## src/rtl/keypad_grid_capture.sv

```systemverilog
// keypad_grid_capture: turns scanner key presses into a 3x3 drawing grid.
// Each physical press is accepted once, after a debounce hold and before a
// release timeout. Keys 1-9 toggle pixels, '*' clears the grid and '#' hands
// a snapshot of the grid to the downstream classifier on a valid/ready link.
module keypad_grid_capture #(
  parameter int HOLD_CYCLES    = 1000,
  parameter int RELEASE_CYCLES = 25000
) (
  input  logic        clk,
  input  logic        rst,
  input  logic [11:0] key_code,
  input  logic        key_valid,
  input  logic        frame_ready,
  output logic [8:0]  grid,
  output logic [8:0]  frame,
  output logic        frame_valid,
  output logic        key_event,
  output logic [3:0]  key_idx,
  output logic        overrun
);

  localparam logic [15:0] HOLD_LAST    = 16'(HOLD_CYCLES - 1);
  localparam logic [15:0] RELEASE_LAST = 16'(RELEASE_CYCLES - 1);

  localparam int KEY_STAR = 9;
  localparam int KEY_HASH = 11;

  typedef enum logic [1:0] {
    IDLE,
    DEBOUNCE,
    HELD
  } state_t;

  state_t      state_q, state_d;
  logic [11:0] code_s1_q, code_s1_d;
  logic [11:0] code_s2_q, code_s2_d;
  logic        valid_s1_q, valid_s1_d;
  logic        valid_s2_q, valid_s2_d;
  logic [11:0] code_q, code_d;
  logic [15:0] cnt_q, cnt_d;
  logic [15:0] rel_cnt_q, rel_cnt_d;
  logic [8:0]  grid_q, grid_d;
  logic [8:0]  frame_q, frame_d;
  logic        frame_valid_q, frame_valid_d;
  logic        key_event_q, key_event_d;
  logic [3:0]  key_idx_q, key_idx_d;
  logic        overrun_q, overrun_d;
  logic        accept;

  // Position of the single set bit of a one-hot key code.
  function automatic logic [3:0] onehot_index(input logic [11:0] code);
    logic [3:0] idx;
    idx = 4'd0;
    for (int i = 0; i < 12; i++) begin
      if (code[i]) idx = 4'(i);
    end
    return idx;
  endfunction

  // Next-state logic: synchronizer shift, press qualification FSM, key
  // actions and the frame handshake.
  always_comb begin
    valid_s1_d    = key_valid;
    valid_s2_d    = valid_s1_q;
    code_s1_d     = key_code;
    code_s2_d     = code_s1_q;
    state_d       = state_q;
    code_d        = code_q;
    cnt_d         = cnt_q;
    rel_cnt_d     = rel_cnt_q;
    grid_d        = grid_q;
    frame_d       = frame_q;
    frame_valid_d = frame_valid_q;
    key_event_d   = 1'b0;
    key_idx_d     = key_idx_q;
    overrun_d     = overrun_q;
    accept        = 1'b0;

    case (state_q)
      IDLE: begin
        if (valid_s2_q && ($countones(code_s2_q) == 1)) begin
          code_d    = code_s2_q;
          cnt_d     = 16'd0;
          rel_cnt_d = 16'd0;
          state_d   = DEBOUNCE;
        end
      end
      DEBOUNCE: begin
        if (valid_s2_q && (code_s2_q == code_q)) begin
          if (cnt_q == HOLD_LAST) begin
            accept    = 1'b1;
            cnt_d     = 16'd0;
            rel_cnt_d = 16'd0;
            state_d   = HELD;
          end else begin
            cnt_d = cnt_q + 16'd1;
          end
        end else begin
          cnt_d   = 16'd0;
          state_d = IDLE;
        end
      end
      HELD: begin
        if (valid_s2_q) begin
          rel_cnt_d = 16'd0;
        end else if (rel_cnt_q == RELEASE_LAST) begin
          rel_cnt_d = 16'd0;
          cnt_d     = 16'd0;
          state_d   = IDLE;
        end else begin
          rel_cnt_d = rel_cnt_q + 16'd1;
        end
      end
      default: begin
        state_d = IDLE;
      end
    endcase

    if (frame_valid_q && frame_ready) begin
      frame_valid_d = 1'b0;
    end

    if (accept) begin
      key_event_d = 1'b1;
      key_idx_d   = onehot_index(code_q);
      grid_d      = grid_q ^ code_q[8:0];
      if (code_q[KEY_STAR]) begin
        grid_d = 9'd0;
      end
      if (code_q[KEY_HASH]) begin
        if (!frame_valid_q || frame_ready) begin
          frame_d       = grid_q;
          frame_valid_d = 1'b1;
        end else begin
          overrun_d = 1'b1;
        end
      end
    end
  end

  // State registers, cleared asynchronously while rst is low.
  always_ff @(posedge clk or negedge rst) begin
    if (!rst) begin
      state_q       <= IDLE;
      code_s1_q     <= 12'd0;
      code_s2_q     <= 12'd0;
      valid_s1_q    <= 1'b0;
      valid_s2_q    <= 1'b0;
      code_q        <= 12'd0;
      cnt_q         <= 16'd0;
      rel_cnt_q     <= 16'd0;
      grid_q        <= 9'd0;
      frame_q       <= 9'd0;
      frame_valid_q <= 1'b0;
      key_event_q   <= 1'b0;
      key_idx_q     <= 4'd0;
      overrun_q     <= 1'b0;
    end else begin
      state_q       <= state_d;
      code_s1_q     <= code_s1_d;
      code_s2_q     <= code_s2_d;
      valid_s1_q    <= valid_s1_d;
      valid_s2_q    <= valid_s2_d;
      code_q        <= code_d;
      cnt_q         <= cnt_d;
      rel_cnt_q     <= rel_cnt_d;
      grid_q        <= grid_d;
      frame_q       <= frame_d;
      frame_valid_q <= frame_valid_d;
      key_event_q   <= key_event_d;
      key_idx_q     <= key_idx_d;
      overrun_q     <= overrun_d;
    end
  end

  assign grid        = grid_q;
  assign frame       = frame_q;
  assign frame_valid = frame_valid_q;
  assign key_event   = key_event_q;
  assign key_idx     = key_idx_q;
  assign overrun     = overrun_q;

endmodule

```

## config.mk

```make
export PLATFORM = sky130hd
export DESIGN_NAME = keypad_grid_capture
export DESIGN_NICKNAME = d
export VERILOG_FILES = /design/src/rtl/keypad_grid_capture.sv
export SDC_FILE = /design/constraint.sdc
export NUM_CORES = 1
export LEC_CHECK = 0
export ABC_CLOCK_PERIOD_IN_PS = 6200
export BUFFER_PORTS_ARGS = -buffer_cell sky130_fd_sc_hd__buf_2
export CORE_MARGIN = 2
export CORE_UTILIZATION = 40
export CTS_CLUSTER_DIAMETER = 150
export DETAILED_ROUTE_END_ITERATION = 7
export GPL_TIMING_DRIVEN = 0
export PLACE_DENSITY = 0.63
export RECOVER_POWER = 25
export SYNTH_ARGS = -nofsm -noshare
export SYNTH_HDL_FRONTEND = slang
export SYNTH_SLANG_ARGS = --single-unit
```

## constraint.sdc

```tcl
create_clock -name clk -period 6.2 [get_ports clk]
set_input_delay 0.31 -clock clk [delete_from_list [all_inputs] [get_ports clk]]
set_output_delay 0.31 -clock clk [all_outputs]
set_load 0.05 [all_outputs]
```

==> impl_summary.md, run 1 <==
Status
The run finished, with violations left. The checks that failed: capacitance limit, slew limit.

Synthesis
The synthesis warning total is 0. The top-area cell type share of the netlist area is 0.5001. After synthesis the netlist holds a flip-flop and latch count of 97. Yosys attributes the largest share of cell area to dfrtp_1 50%, nand2_1 3.8%, fa_1 2.9%, mux2_4 2.8%, mux2_2 2.8%. Each instance of the synthesized netlist takes up on average 10.39 um^2. The mapped cell area is 0.004853 mm^2. The leading area contributor after synthesis is dfrtp_1. After synthesis, the most frequently instantiated cells are 97 x dfrtp_1, 49 x nand2_1, 27 x inv_1.

The most numerous cell in the Yosys netlist is dfrtp_1. The number of synthesized flops with an enable pin is 0. Counting distinct cell types in the post-synthesis netlist gives 52.

The total nets after synthesis is slightly below 500. The share of the Yosys chip area taken by registers is 0.5001. Of all flip-flops after synthesis, the portion carrying an async set or reset was 1.000. The predominant post-synthesis flop cell is dfrtp_1. Synthesis produced a netlist whose cell count is 467.

Die
The number of cell rows is 40. The effective utilization at floorplan is 0.4075. The vertical die dimension is 114.2 um.

The width of the die is 114.2 um. The core region is between 0.01 and 0.015 mm^2. The I/O pin count is 41. The die covers 0.01303 mm^2.

STA
Summed over all failing endpoints, the final setup total negative slack is 0 ps. The final-report hold violation count is 0. Of the available clock period, the critical path in the final layout requires 0.8343. In this run the tightest slew margin relative to its limit is -0.1785.

At the pin with the least slew margin, the transition time is 1768 ps. The number of failing setup endpoints in the final timing report is 0. The worst hold margin is 55.11 ps. The clock skew is 8.528 ps. Setup repair after global routing left no endpoint under its margin. The shortest period the worst path allows is between 5000 and 6000 ps. The fmax is 193.3 MHz. The max-slew violation count came to 31.

Power
In this run the power density over the cells is 297.1 mW/mm^2. The highest ir drop seen on vdd is 0.0002503 V. The share of total power in combinational logic is 0.226. Cell internal power was estimated by the tool at around 0.0011 W.

The leakage power of the design is 2.552 nW. The share of total power dissipated in sequential elements is 0.444. The switching power share of the total is 0.3275. Of the total power, the clock network draws 0.331. The analysis attributes to net switching a power of about 0.00054 W.

Job
The number of max-cap violations is 1.

Placed design
The half-perimeter wire length after placement is ~8000 um. After detailed placement, the design holds a cell count of 655. Routability-driven placement finished with a final weighted congestion of 0.8580. The port buffer count is 40.

Critical path
At the worst endpoint, the required time is 6440 ps. For the worst setup path, the data arrival time is between 5000 and 6000 ps. The worst register-to-register path has a setup slack of between 1000 and 1500 ps. For the worst flop-to-flop path, the logic depth is 14. The worst register-to-register path ends at code_q[10]$_DFFE_PN0P_. STA classifies the critical path endpoint as a flip-flop. In this run the worst path has a maximum fanout of 10. The worst setup path is launched from a flip-flop. The startpoint identified for the worst register-to-register timing path is code_s2_q[0]$_DFF_PN0_. The critical path startpoint is code_s2_q[0]$_DFF_PN0_. The classification of the worst setup path is flip-flop to flip-flop.

Clocking
The TritonCTS sink count is 97. The maximum number of buffers from clock root to sink is 2. The tree is rooted in a clkbuf_16. The clock transition at the registers of the reported paths is 70 ps. The TritonCTS buffer count is 9.

The TritonCTS clock tree is built. The quantity of hold-fixing buffers added after cts is 1. The H-tree depth is 3. The number of gates resized after CTS is 0. The number of setup buffers added after CTS is 0. The insertion delay to the later sink of the worst-skew pair is 360 ps.

Drt
The DRC violation count after routing is 0. The initial DRC count is between 200 and 250. The wire length per cell after detailed routing is 16.25 um. Using the TritonRoute via totals, the vias-per-cell ratio works out to 5.546.

The total wirelength of the detailed-routed design is 10920 um. The first TritonRoute pass finished after 4 iterations. The remaining antenna violation count is 0. The vias after detailed routing is ~3.7k.

Global route
The wire length of the first global-routing pass is 18460 um. The via count of the first global-routing pass is 3711. Entering global routing, the biggest net connects a little under 70 pins. The initial antenna violation count was 0. The total global routing overflow is 0. For this run, the total global-route usage over all layers was measured as 0.1808.

Final layout
The net count of the finished layout is roughly 550. The final instance count without filler cells is ~670. The share of layout cells above drive strength 1 is 0.1657. From synthesis to final layout, the design area changed by 15.08%. The diode insertion count for antenna repair is 0.

Hold path
Counting instances, the worst hold path has a depth of 1. The startpoint identified for the worst hold timing path is key_code[4]. The path class of the tightest hold or removal check is input pin to flip-flop.

The sink of the worst hold path is code_s1_q[4]$_DFF_PN0_.
## sequential cells by signal, summed over array words and instances (netlist names), 2 cells and up
register,flops
cnt_q,16
key_idx,4
code_s2_q,12
state_q,2
code_s1_q,12
grid,9
frame,9
rel_cnt_q,16
code_q,12
## critical path, cell delays in order (launching register included)
cell and delay, ps:
dfrtp_1 430, fa_1 530, fa_1 510, inv_1 50, fa_1 490, fa_1 410
inv_1 70, ha_1 160, inv_1 60, fa_1 380, a211o_1 280, o21ai_0 140
nor4b_2 680, clkbuf_1 480, mux2_2 400
## logic make-up (layout without fill, tap and decap cells)
kind of cell               after synthesis  count (layout)  synth area share
adders and majority gates               13              13           0.04434
and+or+nand+nor                        195             195            0.2276
DFF                                     97              97            0.5001
xor gates and xnor gates                15              15           0.02707
buffers and inverters                   47             105           0.03790
muxes                                   23              23           0.05981
AOI/OAI and AO/OA                       77              77            0.1031
## area by class of cell
class	count	area [um^2]
buffer	20	82.58
clock buffer	9	225.2
clock inverter	7	73.82
fill	1127	6326
inverter	27	101.3
multi-input combinational	323	2255
sequential	97	2427
tap	147	183.9
timing repair buffer	42	236.5
## worst max path at each step
stage	slack, ps	to
floorplan	1340	code_q[10]$_DFFE_PN0P_
finish	1030	code_q[10]$_DFFE_PN0P_
global route	760	code_q[6]$_DFFE_PN0P_
detailed placement	980	code_q[10]$_DFFE_PN0P_
global placement	480	code_q[5]$_DFFE_PN0P_
CTS	960	code_q[10]$_DFFE_PN0P_
## power groups by stage
stage / Combinational, W / Clock (W) / Sequential, W
after floorplan: 0.000269 / 0 / 0.000729
after global placement: 0.000357 / 0 / 0.000744
after detailed placement: 0.000371 / 0 / 0.000747
after CTS: 0.000375 / 0.000565 / 0.000735
after global routing: 0.000424 / 0.000591 / 0.000744
final: 0.000375 / 0.000549 / 0.000736
## cell usage in the layout, fill, tap and decap left out, types with 13 or more instances in the layout
cell type	Yosys	final
buf_2	0	39
nand3_1	21	21
xnor2_1	13	13
nand2_1	49	49
nand4_1	17	17
nor4_1	18	17
o21ai_0	26	26
or3_1	13	13
dfrtp_1	97	97
clkbuf_1	19	20
inv_1	27	27
## per-layer routing
metal	vias up	track usage	routed length, um
met5	-	0	0
met4	0	0.06098	244
met3	19	0.04923	455
met2	89	0.2964	5351
met1	1821	0.2323	4869
li1	1798	-	-
## per-stage QoR
stage	utilization	power, W	instance area [um^2]	worst slack (ps)
final	0.4689	0.001659	5585	1028
after global routing	0.4689	0.001758	5585	764.2
after detailed placement	0.4428	0.001118	5274	976.8
after floorplan	-	0.0009982	4853	1342
after CTS	0.4687	0.001675	5583	957.7
after global placement	0.4397	0.001101	5238	476.3
No activity file was read; power rests on OpenSTA's default activity.
==> inputs of run 2 (changes only) <==
--- a/config.mk
+++ b/config.mk
@@ -5,7 +5,7 @@
 export SDC_FILE = /design/constraint.sdc
 export NUM_CORES = 1
 export LEC_CHECK = 0
-export ABC_CLOCK_PERIOD_IN_PS = 6200
+export ABC_CLOCK_PERIOD_IN_PS = 5300
 export BUFFER_PORTS_ARGS = -buffer_cell sky130_fd_sc_hd__buf_2
 export CORE_MARGIN = 2
 export CORE_UTILIZATION = 40
==> constraint.sdc (replaced) <==
create_clock -name clk -period 5.3 [get_ports clk]
set_input_delay 0.265 -clock clk [delete_from_list [all_inputs] [get_ports clk]]
set_output_delay 0.265 -clock clk [all_outputs]
set_load 0.05 [all_outputs]
==> run 2 against run 1 <==
Net effect: the flow still finishes with violations (capacitance limit, slew limit); core utilization is 0.49 points higher; first-iteration DRC count rose by 16%; critical path type unchanged; combinational power up 19%; global-route usage is 0.079 points higher; register-to-register slack lost 730 ps; clock-buffer cell count unchanged.
==> impl_summary.md, run 2 (synthesis results as in run 1) <==
Final layout
Leading registers by flop count: cnt_q x16, rel_cnt_q x16 (unchanged). The diode insertion count for antenna repair came to 0 (unchanged). Commonest non-fill, non-tap cells in the layout: 97 x dfrtp_1, 49 x nand2_1, 39 x buf_2, 27 x inv_1, 26 x o21ai_0 (unchanged).

The share of layout cells above drive strength 1 is 0.1642 (was 0.1657). The leading cell type in the layout, fill and taps excluded is dfrtp_1 (unchanged). The count of nets after finishing came to 554 (was 549). The area overhead of the layout relative to synthesis is 16.29% (was 15.08%).

Critical path
The startpoint kind of the worst setup timing path was a flip-flop (unchanged). The capture point of the worst reg-to-reg path is code_q[10]$_DFFE_PN0P_ (unchanged). The worst path arrival time came to 5240 ps (was 5410 ps). The type of element capturing the critical path is a flip-flop (unchanged). The startpoint of the most critical register-to-register path is code_s2_q[0]$_DFF_PN0_ (unchanged). The setup slack on the worst flop-to-flop path came to 300 ps (was 1030 ps). The data required time of the worst path is 5540 ps (was 6440 ps). The classification of the worst setup path was flip-flop to flip-flop (unchanged). The worst setup path endpoint is code_q[10]$_DFFE_PN0P_ (unchanged). The critical-path maximum fanout was 10 (unchanged).

The worst-case reg-to-reg path depth is 14 (unchanged). The critical path startpoint was code_s2_q[0]$_DFF_PN0_ (unchanged).

STA
The worst-margin pin slew came to 1772 ps (was 1768 ps). The final clock period utilization by the worst path is 0.9431 (was 0.8343). The post-route setup TNS is 0 ps (unchanged). The shortest period the worst path allows is 4999 ps (was 5172 ps).

The setup slack after layout is 301.4 ps (was 1028 ps). The clock skew is 7.325 ps (was 8.528 ps). The number of failing setup endpoints in the final timing report came to 0 (unchanged). The final-report hold violation count is 0 (unchanged).

The max-slew violation count is 31 (unchanged). Unrepaired setup endpoints after global routing: false (unchanged). The worst-case headroom to the max-slew limit is -0.1811 (was -0.1785). The fmax is 200.1 MHz (was 193.3 MHz).

Global route
The total routing resource utilization after global routing is 0.1815 (was 0.1808). The global routing usage on met3 is 0.04923 (unchanged). The total global routing overflow came to 0 (unchanged). The initial antenna violation count is 0 (unchanged). The via count of the first global-routing pass is 3737 (was 3711).

The met1 track utilization from global routing is 0.2323 (unchanged). The maximum number of pins on one net before global-route repair came to 68 (unchanged). The wire length of the first global-routing pass was 18540 um (was 18460 um). The layer with the highest usage after global routing is met2 (unchanged). The met2 global-route usage was 0.2992 (was 0.2964).

Die
The floorplan core area is 0.01191 mm^2 (unchanged). The vertical die dimension was 114.2 um (unchanged). The number of cell rows came to 40 (unchanged). The width of the die came to 114.2 um (unchanged). The I/O pin count is 41 (unchanged). The total die area was 0.01303 mm^2 (unchanged). The effective utilization at floorplan is 0.4075 (unchanged).

Clocking
The TritonCTS clock tree is built (unchanged). The TritonCTS sink count was 97 (unchanged). The number of setup buffers added after CTS is 0 (unchanged).

The clock transition at the registers of the reported paths is 70 ps (about the same). The maximum number of buffers from clock root to sink was 2 (unchanged). The insertion delay to the later sink of the worst-skew pair is 350 ps (was 360 ps).

The library cell used as clock root buffer is clkbuf_16 (unchanged). The H-tree depth is 3 (unchanged). The TritonCTS buffer count was 9 (unchanged).

Drt
The detailed-routing iteration count for the pre-antenna-repair pass is 5 (was 4). The vias after detailed routing came to 3783 (was 3727). The average vias per placed instance is 5.588 (was 5.546). The initial DRC count is 272 (was 235).

The DRC violation count after routing came to 0 (unchanged). The wire length per cell after detailed routing is 16.28 um (was 16.25 um). The remaining antenna violation count is 0 (unchanged). The total wirelength of the detailed-routed design was 11020 um (was 10920 um).

Status
Failing checks: capacitance limit, slew limit (unchanged). Result of the run: finished with violations (unchanged).

Job
The number of max-cap violations is 1 (unchanged).

Power
The share of total power in combinational logic is 0.229 (was 0.226). The leakage power of the design is 2.576 nW (was 2.552 nW). The power share of the sequential group is 0.442 (was 0.444). The power per unit of standard cell area came to 345.3 mW/mm^2 (was 297.1 mW/mm^2). The switching power share of the total is 0.3275 (about the same). The net load switching power is 0.0006383 W (was 0.0005434 W).

The highest ir drop seen on vdd is 0.0002930 V (was 0.0002503 V). The portion of total power attributed to the clock network was 0.329 (was 0.331). The total internal power came to 0.001311 W (was 0.001116 W).

Placed design
The half-perimeter wire length after placement is 7929 um (unchanged). The post-placement setup slack came to 76.83 ps (was 976.8 ps). The routability congestion estimate from global placement came to 0.8580 (unchanged). The port buffer count was 40 (unchanged).

Hold path
The worst min-delay path class is input pin to flip-flop (unchanged).
run 2: cell types whose count changed in the layout (fill, tap and decap cells not counted), sizes merged:
cell / previous run / this run
dlygate4sd3: 1 / 6
run 2: critical path, stage by stage (launching register included):
cell and delay (ps):
dfrtp_1 430, fa_1 540, fa_1 510, inv_1 50, fa_1 490, fa_1 410
inv_1 70, ha_1 160, inv_1 60, fa_1 380, a211o_1 280, o21ai_0 170
nor4b_4 480, clkbuf_1 470, mux2_2 400
run 2: worst min path at each step:
stage                                 from                       end  slack (ps)  depth (start not counted)
finish                         key_code[0]    code_s1_q[0]$_DFF_PN0_          10                          1
global route                   key_code[3]    code_s1_q[3]$_DFF_PN0_           2                          1
CTS                            key_code[0]    code_s1_q[0]$_DFF_PN0_           1                          1
detailed placement                     rst  rel_cnt_q[3]$_DFFE_PN0P_         240                          1
global placement    code_s1_q[6]$_DFF_PN0_    code_s2_q[6]$_DFF_PN0_         330                          0
floorplan                              rst      cnt_q[0]$_DFFE_PN0P_         -30                          0
run 2: stage by stage:
stage,cell area (um^2),power (W),hold WS [ps],util,std cells
5_1_grt,5644,0.002065,2.080,0.4738,677
2_1_floorplan,4853,0.001168,-30.59,-,467
4_1_cts,5623,0.001962,0.9524,0.4721,676
3_5_place_dp,5274,0.001307,236.5,0.4428,655
6_report,5644,0.001949,11.75,0.4738,677
3_3_place_gp,5238,0.001288,331.7,0.4397,654
run 2: power groups by stage:
stage	Sequential (W)	Clock [W]	Combinational, W
3_5_place_dp	0.000874	0	0.000434
3_3_place_gp	0.000870	0	0.000418
2_1_floorplan	0.000853	0	0.000315
5_1_grt	0.000870	0.000691	0.000504
4_1_cts	0.000859	0.000662	0.000441
6_report	0.000861	0.000641	0.000447
run 2: area by class of cell:
cell class	instances	area, um^2
well taps	147	183.9
clock inverters	7	73.82
clock buffers	9	225.2
fillers	1124	6267
flip-flops and latches	97	2427
multi-input cells	323	2263
inverters	27	101.3
plain buffers	20	82.58
repair buffers	47	286.5
run 2: layer usage:
layer | part of all wire | vias up
met4 | 0.022 | 0
met1 | 0.45 | 1867
met3 | 0.037 | 17
met5 | 0 | -
li1 | - | 1810
met2 | 0.49 | 89
run 2: repair_timing:
item / in CTS / in global routing
setup endpoints to repair: 0 / 5
hold buffers: 5 / 1
gates resized for setup: 0 / 1
endpoints found under the hold margin: 34 / 1
==> inputs of run 3 (changes only) <==
--- a/config.mk
+++ b/config.mk
@@ -5,7 +5,8 @@
 export SDC_FILE = /design/constraint.sdc
 export NUM_CORES = 1
 export LEC_CHECK = 0
-export ABC_CLOCK_PERIOD_IN_PS = 5300
+export ABC_AREA = 1
+export ABC_CLOCK_PERIOD_IN_PS = 6100
 export BUFFER_PORTS_ARGS = -buffer_cell sky130_fd_sc_hd__buf_2
 export CORE_MARGIN = 2
 export CORE_UTILIZATION = 40
==> constraint.sdc (replaced) <==
create_clock -name clk -period 6.1 [get_ports clk]
set_input_delay 0.305 -clock clk [delete_from_list [all_inputs] [get_ports clk]]
set_output_delay 0.305 -clock clk [all_outputs]
set_load 0.05 [all_outputs]
==> run 3 against run 2 <==
Net effect: the flow still finishes with violations (capacitance limit, slew limit); clock-buffer cell count up 2; clock power decreased by 16%; wire length up 3.5%; core utilization fell by 0.76 points; worst hold slack gained 43 ps; maximum frequency is 13% higher; via count is 12% higher; design area rose by 3.4%; synthesized cell count grew 38%; critical endpoint is now cnt_q[11]$_DFFE_PN0P_; critical path type unchanged.
==> impl_summary.md, run 3 <==
Status
Result of the run: finished with violations (unchanged). Failing checks: capacitance limit, slew limit (unchanged).

Power
The leakage power of the design is 3.013 nW (was 2.576 nW). The highest ir drop seen on vdd is 0.0002016 V (was 0.0002930 V). The power per unit of standard cell area is 308.0 mW/mm^2 (was 345.3 mW/mm^2). The total power of the final layout is 0.001797 W (was 0.001949 W).

Placed design
The port buffer count is 40 (unchanged). The placed instance area is 0.005548 mm^2 (was 0.005274 mm^2). The routability congestion estimate from global placement was 0.9038 (was 0.8580). The post-placement setup slack is 1667 ps (was 76.83 ps). The half-perimeter wire length after placement came to 8460 um (was 7929 um).

Synthesis
The leading area contributor after synthesis is dfrtp_1 (unchanged). Top cell types by occurrence after synthesis: 209 x nand2_1, 97 x dfrtp_1, 75 x inv_1 (was 97 x dfrtp_1, 49 x nand2_1, 27 x inv_1). The most numerous cell in the Yosys netlist is nand2_1 (was dfrtp_1). The part of the Yosys area used for sequential elements was 0.4757 (was 0.5001).

Most area-consuming cells after synthesis: dfrtp_1 48%, nand2_1 15%, inv_1 5.5%, nor2_1 4.8%, nand3_1 3.4% (was dfrtp_1 50%, nand2_1 3.8%, fa_1 2.9%, mux2_4 2.8%, mux2_2 2.8%). The synthesis warning total is 0 (unchanged). The total nets after synthesis is 673 (was 496).

The number of flip-flops and latches in the synthesized netlist is 97 (unchanged). The gate count of the mapped netlist is 644 (was 467). The predominant post-synthesis flop cell is dfrtp_1 (unchanged). The count of cell types in the netlist is 39 (was 52). The post-synthesis async set-or-reset flop share came to 1.000 (unchanged). The number of synthesized flops with an enable pin is 0 (unchanged). The top-area cell type share of the netlist area is 0.4757 (was 0.5001). The mean instance size in the synthesized netlist was 7.923 um^2 (was 10.39 um^2).

The mapped cell area is 0.005102 mm^2 (was 0.004853 mm^2).

Clocking
The insertion delay to the later sink of the worst-skew pair is 350 ps (about the same). The clock transition at the registers of the reported paths is 70 ps (about the same). The TritonCTS buffer count came to 9 (unchanged).

The number of setup buffers added after CTS is 0 (unchanged). The library cell used as clock root buffer was clkbuf_16 (unchanged). The maximum number of buffers from clock root to sink came to 2 (unchanged). The number of gates resized after CTS is 0 (unchanged). The H-tree depth is 3 (unchanged).

The TritonCTS clock tree is built (unchanged). The TritonCTS sink count is 97 (unchanged).

STA
The clock skew came to 6.227 ps (was 7.325 ps). The setup slack after layout came to 1685 ps (was 301.4 ps). The worst hold margin is 55.01 ps (was 11.75 ps). The final-report hold violation count is 0 (unchanged). The worst-case headroom to the max-slew limit was -0.6334 (was -0.1811). The post-route setup TNS is 0 ps (unchanged). The worst-margin pin slew is 2450 ps (was 1772 ps). The fmax is 226.5 MHz (was 200.1 MHz). Unrepaired setup endpoints after global routing: false (unchanged). The shortest period the worst path allows is 4415 ps (was 4999 ps).

The max-slew violation count is 44 (was 31). The final clock period utilization by the worst path is 0.7237 (was 0.9431). The number of failing setup endpoints in the final timing report is 0 (unchanged).

Final layout
The leading cell type in the layout, fill and taps excluded is nand2_1 (was dfrtp_1). The diode insertion count for antenna repair is 0 (unchanged). Leading registers by flop count: cnt_q x16, rel_cnt_q x16 (unchanged).

The final standard cell area without fillers came to 0.005836 mm^2 (was 0.005644 mm^2). The share of layout cells above drive strength 1 is 0.1197 (was 0.1642). The count of nets after finishing was 726 (was 554). The area overhead of the layout relative to synthesis is 14.37% (was 16.29%). Commonest non-fill, non-tap cells in the layout: 209 x nand2_1, 97 x dfrtp_1, 75 x inv_1, 65 x nor2_1, 43 x buf_2 (was 97 x dfrtp_1, 49 x nand2_1, 39 x buf_2, 27 x inv_1, 26 x o21ai_0).

Drt
The remaining antenna violation count is 0 (unchanged). The vias after detailed routing is 4230 (was 3783). The wire length per cell after detailed routing is 13.05 um (was 16.28 um).

The routed wire length on met3 is 461 um (was 410 um). The top layer used by detailed routing was met4 (unchanged). The initial DRC count is 234 (was 272). The average vias per placed instance came to 4.840 (was 5.588).

The wire length on met1 was 5613 um (was 4960 um). The routed length on met2 was 5078 um (was 5409 um). The detailed-routing iteration count for the pre-antenna-repair pass was 4 (was 5).

The total wirelength of the detailed-routed design is 11410 um (was 11020 um). The DRC violation count after routing was 0 (unchanged).

Die
The vertical die dimension is 116.9 um (was 114.2 um). The I/O pin count is 41 (unchanged). The width of the die came to 116.9 um (was 114.2 um). The floorplan core area was 0.01252 mm^2 (was 0.01191 mm^2). The number of cell rows is 41 (was 40). The effective utilization at floorplan is 0.4076 (was 0.4075). The total die area is 0.01368 mm^2 (was 0.01303 mm^2).

Global route
The via count of the first global-routing pass came to 4091 (was 3737). The initial antenna violation count is 0 (unchanged). The total routing resource utilization after global routing was 0.1872 (was 0.1815). The maximum number of pins on one net before global-route repair is 55 (was 68).

The total global routing overflow is 0 (unchanged). The wire length of the first global-routing pass was 19870 um (was 18540 um).

Critical path
The startpoint kind of the worst setup timing path is a flip-flop (unchanged). The worst-case reg-to-reg path depth came to 18 (was 14). The classification of the worst setup path is flip-flop to flip-flop (unchanged). The critical-path maximum fanout is 10 (unchanged). The type of element capturing the critical path is a flip-flop (unchanged). The worst path arrival time came to 4650 ps (was 5240 ps).

The data required time of the worst path is 6340 ps (was 5540 ps).

Hold path
The worst min-delay path class is input pin to flip-flop (unchanged). The hold-critical path depth was 1 (unchanged).

Job
The number of max-cap violations came to 1 (unchanged).
==> run 3: worst paths after layout <==
| path | slack (ps) | from | to |
|---|---|---|---|
| worst max-delay path | 1690 | code_s2_q[0]$_DFF_PN0_ | cnt_q[11]$_DFFE_PN0P_ |
| worst min-delay path | 60 | key_code[4] | code_s1_q[4]$_DFF_PN0_ |
| worst max register to register | 1690 | code_s2_q[0]$_DFF_PN0_ | cnt_q[11]$_DFFE_PN0P_ |
| worst min register to register | 350 | code_s1_q[6]$_DFF_PN0_ | code_s2_q[6]$_DFF_PN0_ |
| max in group asynchronous | 3460 | rst | cnt_q[0]$_DFFE_PN0P_ |
| min in group asynchronous | 1250 | rst | frame[4]$_DFFE_PN0P_ |
==> run 3: final cells by class <==
cell class,instances,area [um^2]
clock inverter,5,38.79
multi-input combinational,456,2292
buffer,13,90.09
tap,172,215.2
inverter,78,292.8
timing repair buffer,42,236.5
sequential,97,2427
clock buffer,11,242.7
fill,1312,6681
==> run 3: what timing repair did <==
action                                 in CTS  in global routing
endpoints found under the hold margin      43                  0
hold buffers                                1                  0
setup endpoints to repair                   0                  0
==> run 3: critical path, stage by stage (launching register included) <==
cell	delay, ps
dfrtp_1	420
fa_1	520
fa_1	530
inv_1	50
fa_1	490
fa_1	410
inv_1	70
ha_1	160
inv_1	60
fa_1	480
nand2_1	50
inv_1	50
o211a_1	160
nand2_1	90
a21boi_2	210
nand2_1	180
buf_2	240
nand2_1	80
nand2_1	50
==> run 3: power by group <==
group / internal [W] / total [W] / switching, W / leakage, nW
sequential: 0.000698 / 0.000767 / 0.0000687 / 1.28
clock: 0.000291 / 0.000538 / 0.000247 / 0.137
combinational: 0.000173 / 0.000492 / 0.000320 / 1.60
total: 0.00116 / 0.00180 / 0.000635 / 3.01
==> run 3: layer usage <==
metal | GRT usage | vias to the layer above
met5 | 0 | -
met4 | 0.06118 | 0
met3 | 0.04634 | 19
met2 | 0.2855 | 82
met1 | 0.2634 | 1989
li1 | - | 2140
==> run 3: metrics by stage <==
step           utilization  instances
2_1_floorplan            -        644
6_report            0.4662        874
3_3_place_gp        0.4408        856
3_5_place_dp        0.4432        857
4_1_cts             0.4665        874
5_1_grt             0.4662        874
==> run 3: cell families (layout without fill, tap and decap cells) <==
logic type | count (synthesis) | count (layout) | synth area share
flip-flops | 97 | 97 | 0.4757
buffers and inverters | 91 | 149 | 0.07504
adder cells (fa/ha/maj) | 13 | 13 | 0.04218
XOR/XNOR | 24 | 24 | 0.04120
AO/OA/AOI/OAI | 51 | 51 | 0.05591
AND/OR/NAND/NOR | 368 | 368 | 0.3100
